$ cat config.mk
export PLATFORM = sky130hd
export DESIGN_NAME = timed_assign_seq
export DESIGN_NICKNAME = d
export VERILOG_FILES = /design/src/rtl/timed_assign_seq.sv
export SDC_FILE = /design/constraint.sdc
export NUM_CORES = 1
export LEC_CHECK = 0
export ABC_AREA = 1
export CORE_AREA = 8 8 70 72
export DETAILED_ROUTE_END_ITERATION = 16
export DIE_AREA = 0 0 78 80
export REMOVE_ABC_BUFFERS = 1
export SYNTH_ARGS = -nofsm -noshare
export SYNTH_HDL_FRONTEND = slang
export SYNTH_SLANG_ARGS = --single-unit
$ cat constraint.sdc
create_clock -name clk -period 4.47 [get_ports clk]
set_input_delay 0.447 -clock clk [delete_from_list [all_inputs] [get_ports clk]]
set_output_delay 0.447 -clock clk [all_outputs]
set_load 0.02 [all_outputs]
$ cat src/rtl/timed_assign_seq.sv
// timed_assign_seq: four-step timed write of a,b,c,d (driven on w,x,y,z) with start/busy/done handshake.
// Define SEQ_ABORT_EN to add an abort input that cancels a running sequence.
module timed_assign_seq #(
    parameter int   CW    = 8,
    parameter int   D_B   = 10,
    parameter int   D_C   = 5,
    parameter int   D_D   = 20,
    parameter logic VAL_A = 1'b0,
    parameter logic VAL_B = 1'b1,
    parameter logic VAL_C = 1'b0
) (
    input  logic       clk,
    input  logic       rst,
    input  logic       start,
`ifdef SEQ_ABORT_EN
    input  logic       abort,
`endif
    output logic       w,
    output logic       x,
    output logic       y,
    output logic [2:0] z,
    output logic       busy,
    output logic       done
);

    if (D_B < 1 || D_B > 2**CW - 1 || D_C < 1 || D_C > 2**CW - 1 ||
        D_D < 1 || D_D > 2**CW - 1) begin : g_bad_delay
        $error("timed_assign_seq: every delay must lie in 1..2**CW-1");
    end

    localparam logic [CW-1:0] CNT_B = CW'(D_B - 1);
    localparam logic [CW-1:0] CNT_C = CW'(D_C - 1);
    localparam logic [CW-1:0] CNT_D = CW'(D_D - 1);

    typedef enum logic [1:0] {
        IDLE,
        WAIT_B,
        WAIT_C,
        WAIT_D
    } state_t;

    state_t        state_q, state_d;
    logic [CW-1:0] cnt, cnt_d;
    logic          hold, hold_d;
    logic [2:0]    zhold, zhold_d;
    logic          w_d, x_d, y_d;
    logic [2:0]    z_d;
    logic          busy_d, done_d;
    logic          abort_in;

`ifdef SEQ_ABORT_EN
    assign abort_in = abort;
`else
    assign abort_in = 1'b0;
`endif

    always_ff @(posedge clk) begin
        if (rst) begin
            state_q <= IDLE;
            cnt     <= '0;
            hold    <= 1'b0;
            zhold   <= 3'b000;
            w       <= 1'b1;
            x       <= 1'b0;
            y       <= 1'b1;
            z       <= 3'b000;
            busy    <= 1'b0;
            done    <= 1'b0;
        end else begin
            state_q <= state_d;
            cnt     <= cnt_d;
            hold    <= hold_d;
            zhold   <= zhold_d;
            w       <= w_d;
            x       <= x_d;
            y       <= y_d;
            z       <= z_d;
            busy    <= busy_d;
            done    <= done_d;
        end
    end

    always_comb begin
        state_d = state_q;
        cnt_d   = cnt;
        hold_d  = hold;
        zhold_d = zhold;
        w_d     = w;
        x_d     = x;
        y_d     = y;
        z_d     = z;
        busy_d  = busy;
        done_d  = 1'b0;
        case (state_q)
            IDLE: begin
                if (start && !abort_in) begin
                    w_d     = VAL_A;
                    hold_d  = VAL_B;
                    cnt_d   = CNT_B;
                    busy_d  = 1'b1;
                    state_d = WAIT_B;
                end
            end
            WAIT_B: begin
                if (cnt != '0) begin
                    cnt_d = cnt - CW'(1);
                end else begin
                    x_d     = hold;
                    hold_d  = VAL_C;
                    cnt_d   = CNT_C;
                    state_d = WAIT_C;
                end
            end
            WAIT_C: begin
                if (cnt != '0) begin
                    cnt_d = cnt - CW'(1);
                end else begin
                    y_d     = hold;
                    // d samples a,b,c as they stand after this edge's commit
                    zhold_d = {w, x, hold};
                    cnt_d   = CNT_D;
                    state_d = WAIT_D;
                end
            end
            WAIT_D: begin
                if (cnt != '0) begin
                    cnt_d = cnt - CW'(1);
                end else begin
                    z_d     = zhold;
                    done_d  = 1'b1;
                    busy_d  = 1'b0;
                    state_d = IDLE;
                end
            end
            default: state_d = IDLE;
        endcase
        // abort cancels any commit scheduled on the same edge
        if (abort_in && state_q != IDLE) begin
            cnt_d   = '0;
            hold_d  = hold;
            zhold_d = zhold;
            w_d     = w;
            x_d     = x;
            y_d     = y;
            z_d     = z;
            busy_d  = 1'b0;
            done_d  = 1'b0;
            state_d = IDLE;
        end
    end

endmodule

==> flow_summary.yaml, run 1 <==
layout:
  antennaDiodeCount: 0
  nets: 193
  seq_area_sq_um: 440
  layout-drive-gt1-share: 0.0929
  fillers: 434
  multiInputGateArea_sq_um: 626
  area_growth_syn_to_layout_pct: 19.4
synthesis:
  synth_area_per_cell_sq_um: 6.84
  synth.distinct_cells: 21
  yosysWarnings: 0
  yosys.area.top_type_share: 0.376
  yosysTopAreaCell: "dfxtp_1"
  synth_area_leaders: "dfxtp_1 (38%), nand2_1 (13%), nor2_1 (8.0%), inv_1 (7.4%), ha_1 (6.4%)"
  syn_inst: 171
  ys_ff_latch: 22
  syn_area_sq_mm: 0.00117
  ys_seq_area_frac: 0.376
worst_setup_path:
  worstSetupStartpoint: "x$_SDFFE_PP0P_"
  crit_chain: "clkdlybuf4s50_1"
  worstReg2RegStart: "state_q[0]$_SDFFE_PP0P_"
  worstSetupStartpointType: "flop"
  cp_num_buf_inv: 1
  worstPathArrival_ns: 1.25
  crit_family: "buffers and inverters"
  worstPathMaxFanout: 3
  required_ns: 4.02
  slowest_stage: "clkdlybuf4s50_1"
  crit_path_end_kind: "primary output"
  criticalPathCategory: "reg2out"
  slowest_delay_ns: 0.62
route:
  avgViaCountPerCell: 4.39
  wirelength_mm: 2.40
  vias: 1024
  first_pass_iters: 4
  wire_per_inst_microns: 10.3
  ant_nets: 0
  post-route-drc-count: 0
  drtIter0Drc: 36
floorplan:
  fp.dieH_microns: 80
  dieArea_sq_mm: 0.00624
  core-area_sq_mm: 0.00386
  die_width_microns: 78
  io_pins: 11
  rows: 23
  initial_core_util: 0.303
sta:
  fin_crit_ns: 1.70
  worst_slack_ns: 2.77
  setup_tns_ns: 0
  fin_crit_sh: 0.379
  slew_violations: 0
  grt_setup_unrepaired: "no"
  hold_violations: 0
  setup_viol: 0
  tightest_slew_ns: 0.429
  fin_skew_ns: 0.00200
  max-slew-margin-rel: 0.713
  max_freq_mhz: 590
clocking:
  cts_tree: "done"
  clock_latency_ns: 0.26
  h-tree-depth: 1
  numClockSinks: 22
  cts_resized: 0
  clk_path_buf_depth: 2
  post_cts_buffers: 0
  clkTransAtPathRegs_ns: 0.08
  cts-root-buf: "clkbuf_8"
  cts_buffers: 3
  cts-hold-fix-buffers: 0
grt:
  grt_antenna_before_repair: 0
  grt_pass1_wl_mm: 4.42
  grt_remaining_overflow: 0
  grt_pass1_vias: 1006
  grt_usage: 0.0851
  grt_max_degree: 15
pwr:
  power.switching_uw: 499
  power_density_mw_per_mm2: 780
  p_sw_frac: 0.458
  seqPwrFrac: 0.273
  ir_worst_vdd_v: 0.000337
  power.internal_uw: 590
  p_clk_frac: 0.173
  p_leak_nw: 0.640
  p_comb_frac: 0.554
placement:
  hpwl_mm: 1.86
  post-place-ws_ns: 2.71
  gp_congestion: 0.831
  io_buffers: 10
min_path:
  min-delay-start: "cnt[1]$_SDFFE_PP0P_"
  hp-class: "reg2reg"
flow_run:
  maxCapViolations: 0
status:
  status: "complete, no violations"
[flip-flops by register name, indices dropped and copies added, names as in the netlist]
signal	flops
w	1
cnt	8
done	1
zhold	3
z	3
x	1
y	1
hold	1
busy	1
state_q	2
[area by class of cell]
class / instances / area share
Inverter: 25 / 0.0690
Multi-Input combinational cell: 122 / 0.448
Timing Repair Buffer: 10 / 0.0717
Sequential cell: 22 / 0.315
Clock buffer: 3 / 0.0296
Clock inverter: 1 / 0.0215
Tap cell: 50 / 0.0448
[worst min-delay path: stages (launching register included)]
cell,delay (ns)
dfxtp_1,0.32
nand2_1,0.06
a21oi_1,0.05
[power by group through the flow]
stage                     sequential (mW)  combinational [mW]  clock [mW]
after global routing                0.307               0.698       0.200
after CTS                           0.297               0.607       0.192
final                               0.297               0.604       0.188
after floorplan                     0.309               0.468           0
after detailed placement            0.301               0.604           0
after global placement              0.302               0.608           0
[cells in the final DEF, fill, tap and decap left out]
cell type	instances
nand2_1	41
nor2_1	25
inv_1	23
dfxtp_1	22
nand3_1	14
o21ai_0	11
clkdlybuf4s50_1	10
a21oi_1	8
ha_1	6
nand2_2	4
clkbuf_8	3
nand2_4	2
a21oi_2	2
o21ai_1	2
o211ai_1	2
nor2_2	1
or2_2	1
nor2_8	1
inv_2	1
inv_4	1
nand4_1	1
xor2_1	1
bufinv_16	1
[logic make-up after synthesis]
| family | count (synthesis) | synth area share |
|---|---|---|
| xor+xnor | 1 | 0.00749 |
| simple gates | 90 | 0.345 |
| fa+ha+maj | 6 | 0.0642 |
| flops | 22 | 0.376 |
| buf+inv | 27 | 0.0888 |
| compound gates | 25 | 0.118 |
[worst paths after layout]
path / to / slack, ns / depth (start not counted)
max: x / 2.77 / 1
min: cnt[1]$_SDFFE_PP0P_ / 0.47 / 2
max reg2reg: cnt[7]$_SDFFE_PP0P_ / 2.87 / 7
min reg2reg: cnt[1]$_SDFFE_PP0P_ / 0.47 / 2
[per-stage QoR]
step                power [mW]  cells  area [sq um]  hold slack (ns)  utilization
global route              1.20    233          1400            0.501        0.362
CTS                       1.10    233          1400            0.472        0.362
detailed placement       0.906    229          1330            0.459        0.344
global placement         0.910    229          1330            0.461        0.344
floorplan                0.777    169          1160            0.436            -
finish                    1.09    233          1400            0.470        0.362
[per-layer routing]
metal,up-vias,global-route usage,share of wire
met3,4,0.0146,0.035
li1,560,-,-
met4,0,0.0333,0.013
met2,17,0.134,0.43
met1,443,0.113,0.53
met5,-,0,0
[cell usage after synthesis, drive strengths merged]
cell type  count
nand2         47
nor2          27
inv           25
dfxtp         22
nand3         14
o21ai         13
a21oi         10
ha             6
clkbuf         2
o211ai         2
nand4          1
or2            1
xor2           1
No activity file was read; power rests on OpenSTA's default activity.
==> inputs of run 2 (changes only) <==
Clock period 4.47 ns to 1.75 ns, I/O delays scaled along.
==> run 2 against run 1 <==
Compared with the run above:
- power grew 140%
- clock power is 61% higher
- highest routed layer is now met3
- cell count did not move
- flip-flop and latch count did not move
- sequential power grew to 2.6 times the previous value
- global-route usage down 0.21 points
- core utilization fell by 0.58 points
- sequential share of layout area grew 0.52 points
- register-to-register slack got worse by 2.7 ns
==> flow_summary.yaml, run 2 (synthesis gave the netlist of run 1 again) <==
status:
  status: "complete, no violations"
min_path:
  min-delay-start: "busy$_SDFFE_PP0P_"
  hp-class: "reg2reg"
layout:
  final_common_cell: "nand2_1"
  area_growth_syn_to_layout_pct: 17.4
  largest-register: "cnt"
  top_regs: "cnt x8, z x3, zhold x3"
  layout_common_cells: "nand2_1 (41), nor2_1 (25), inv_1 (23)"
  largest_reg_flops: 8
  nets: 194
  antennaDiodeCount: 0
  layout-drive-gt1-share: 0.0929
grt:
  grt_remaining_overflow: 0
  grt_pass1_wl_mm: 4.32
  grt_antenna_before_repair: 0
  grt_pass1_vias: 1001
  grt_max_degree: 15
  grt_usage: 0.0830
route:
  drtIter0Drc: 43
  vias: 1018
  wire_per_inst_microns: 10.3
  post-route-drc-count: 0
  ant_nets: 0
  avgViaCountPerCell: 4.37
  first_pass_iters: 4
  wirelength_mm: 2.40
sta:
  setup_tns_ns: 0
  fin_skew_ns: 0.00153
  slew_violations: 0
  max-slew-margin-rel: 0.718
  grt_setup_unrepaired: "no"
  fin_crit_sh: 0.906
  hold_violations: 0
  fin_crit_ns: 1.59
  setup_viol: 0
  max_freq_mhz: 631
  tightest_slew_ns: 0.423
pwr:
  ir_worst_vdd_v: 0.000824
  p_leak_nw: 0.631
  power.switching_mw: 1.25
  total_power_mw: 2.60
  seqPwrFrac: 0.291
  p_clk_frac: 0.116
  p_sw_frac: 0.479
  p_comb_frac: 0.593
  power_density_mw_per_mm2: 1890
  power.internal_mw: 1.36
worst_setup_path:
  crit_chain: "inv_1 -> ha_1 -> inv_1 -> or2_2 -> nand2_4 -> inv_4 -> nand2_2 -> nand2_2 -> a21oi_2"
  worstPathMaxFanout: 6
  reg2reg_depth: 9
  crit_path_end_kind: "flop"
  worstReg2RegStart: "state_q[0]$_SDFFE_PP0P_"
  required_ns: 1.95
  worstSetupEndpoint: "cnt[6]$_SDFFE_PP0P_"
  r2r_setup_slack_ns: 0.16
  worstPathArrival_ns: 1.78
  r2r-end: "cnt[6]$_SDFFE_PP0P_"
  slowest_stage: "or2_2"
  criticalPathCategory: "reg2reg"
  worstSetupStartpoint: "state_q[0]$_SDFFE_PP0P_"
  slowest_delay_ns: 0.36
  worstSetupStartpointType: "flop"
clocking:
  cts_tree: "done"
  h-tree-depth: 1
  clock_latency_ns: 0.25
  cts-root-buf: "clkbuf_8"
  clkTransAtPathRegs_ns: 0.07
  cts-hold-fix-buffers: 0
  post_cts_buffers: 0
  cts_buffers: 3
  cts_resized: 0
  numClockSinks: 22
  clk_path_buf_depth: 2
placement:
  io_buffers: 10
  gp_congestion: 0.861
  hpwl_mm: 1.92
floorplan:
  fp.dieH_microns: 80
  core-area_sq_mm: 0.00386
  die_width_microns: 78
  initial_core_util: 0.303
  io_pins: 11
  dieArea_sq_mm: 0.00624
  rows: 23
flow_run:
  maxCapViolations: 0
[run 2: layer usage]
metal	share of wire	wire (microns)	track usage	vias to the layer above
met5	0	0	0	-
met4	0	0	0.0148	0
met3	0.043	104	0.0304	0
met2	0.47	1140	0.141	13
met1	0.48	1160	0.0986	444
li1	-	-	-	561
[run 2: worst min path at each step]
| stage | to | slack, ns | depth (start not counted) |
|---|---|---|---|
| final | busy$_SDFFE_PP0P_ | 0.46 | 2 |
| after global placement | cnt[1]$_SDFFE_PP0P_ | 0.45 | 2 |
| after detailed placement | busy$_SDFFE_PP0P_ | 0.46 | 2 |
| after CTS | busy$_SDFFE_PP0P_ | 0.47 | 2 |
| after floorplan | busy$_SDFFE_PP0P_ | 0.24 | 1 |
| after global routing | w$_SDFFE_PP1P_ | 0.49 | 2 |
[run 2: power by group through the flow]
stage / logic (mW) / registers, mW / clock network (mW)
6_report: 1.54 / 0.758 / 0.302
5_1_grt: 1.77 / 0.779 / 0.344
4_1_cts: 1.55 / 0.759 / 0.319
3_5_place_dp: 1.55 / 0.770 / 0
3_3_place_gp: 1.55 / 0.771 / 0
2_1_floorplan: 1.20 / 0.789 / 0
[run 2: critical path: cells and delay by family, from the launching register on]
| family | cells | cell delay (ns) |
|---|---|---|
| and+or+nand+nor | 4 | 0.61 |
| DFF | 1 | 0.34 |
| adders and majority gates | 1 | 0.21 |
| buffers and inverters | 3 | 0.26 |
| AOI/OAI and AO/OA | 1 | 0.11 |
[run 2: area by class of cell]
cell class	count	area, sq um
tap	50	62.6
clock buffer	3	41.3
fill	441	2480
timing repair buffer	11	108
sequential	22	440
inverter	25	96.3
multi-input combinational	122	626
[run 2: metrics by stage]
step                instance area, sq um  utilization  worst slack, ns  hold slack [ns]  cells
finish                              1370        0.356            0.165            0.464    233
global route                        1370        0.356          0.00411            0.486    233
CTS                                 1370        0.356            0.155            0.471    233
detailed placement                  1330        0.346            0.178            0.457    230
global placement                    1330        0.346            0.153            0.455    230
floorplan                           1160            -            0.347            0.244    169
==> inputs of run 3 (changes only) <==
Settings changed: SKIP_CTS_REPAIR_TIMING set to 1.
==> results of run 3 <==
No change in the layout: final DEF, timing and power equal those of run 2.
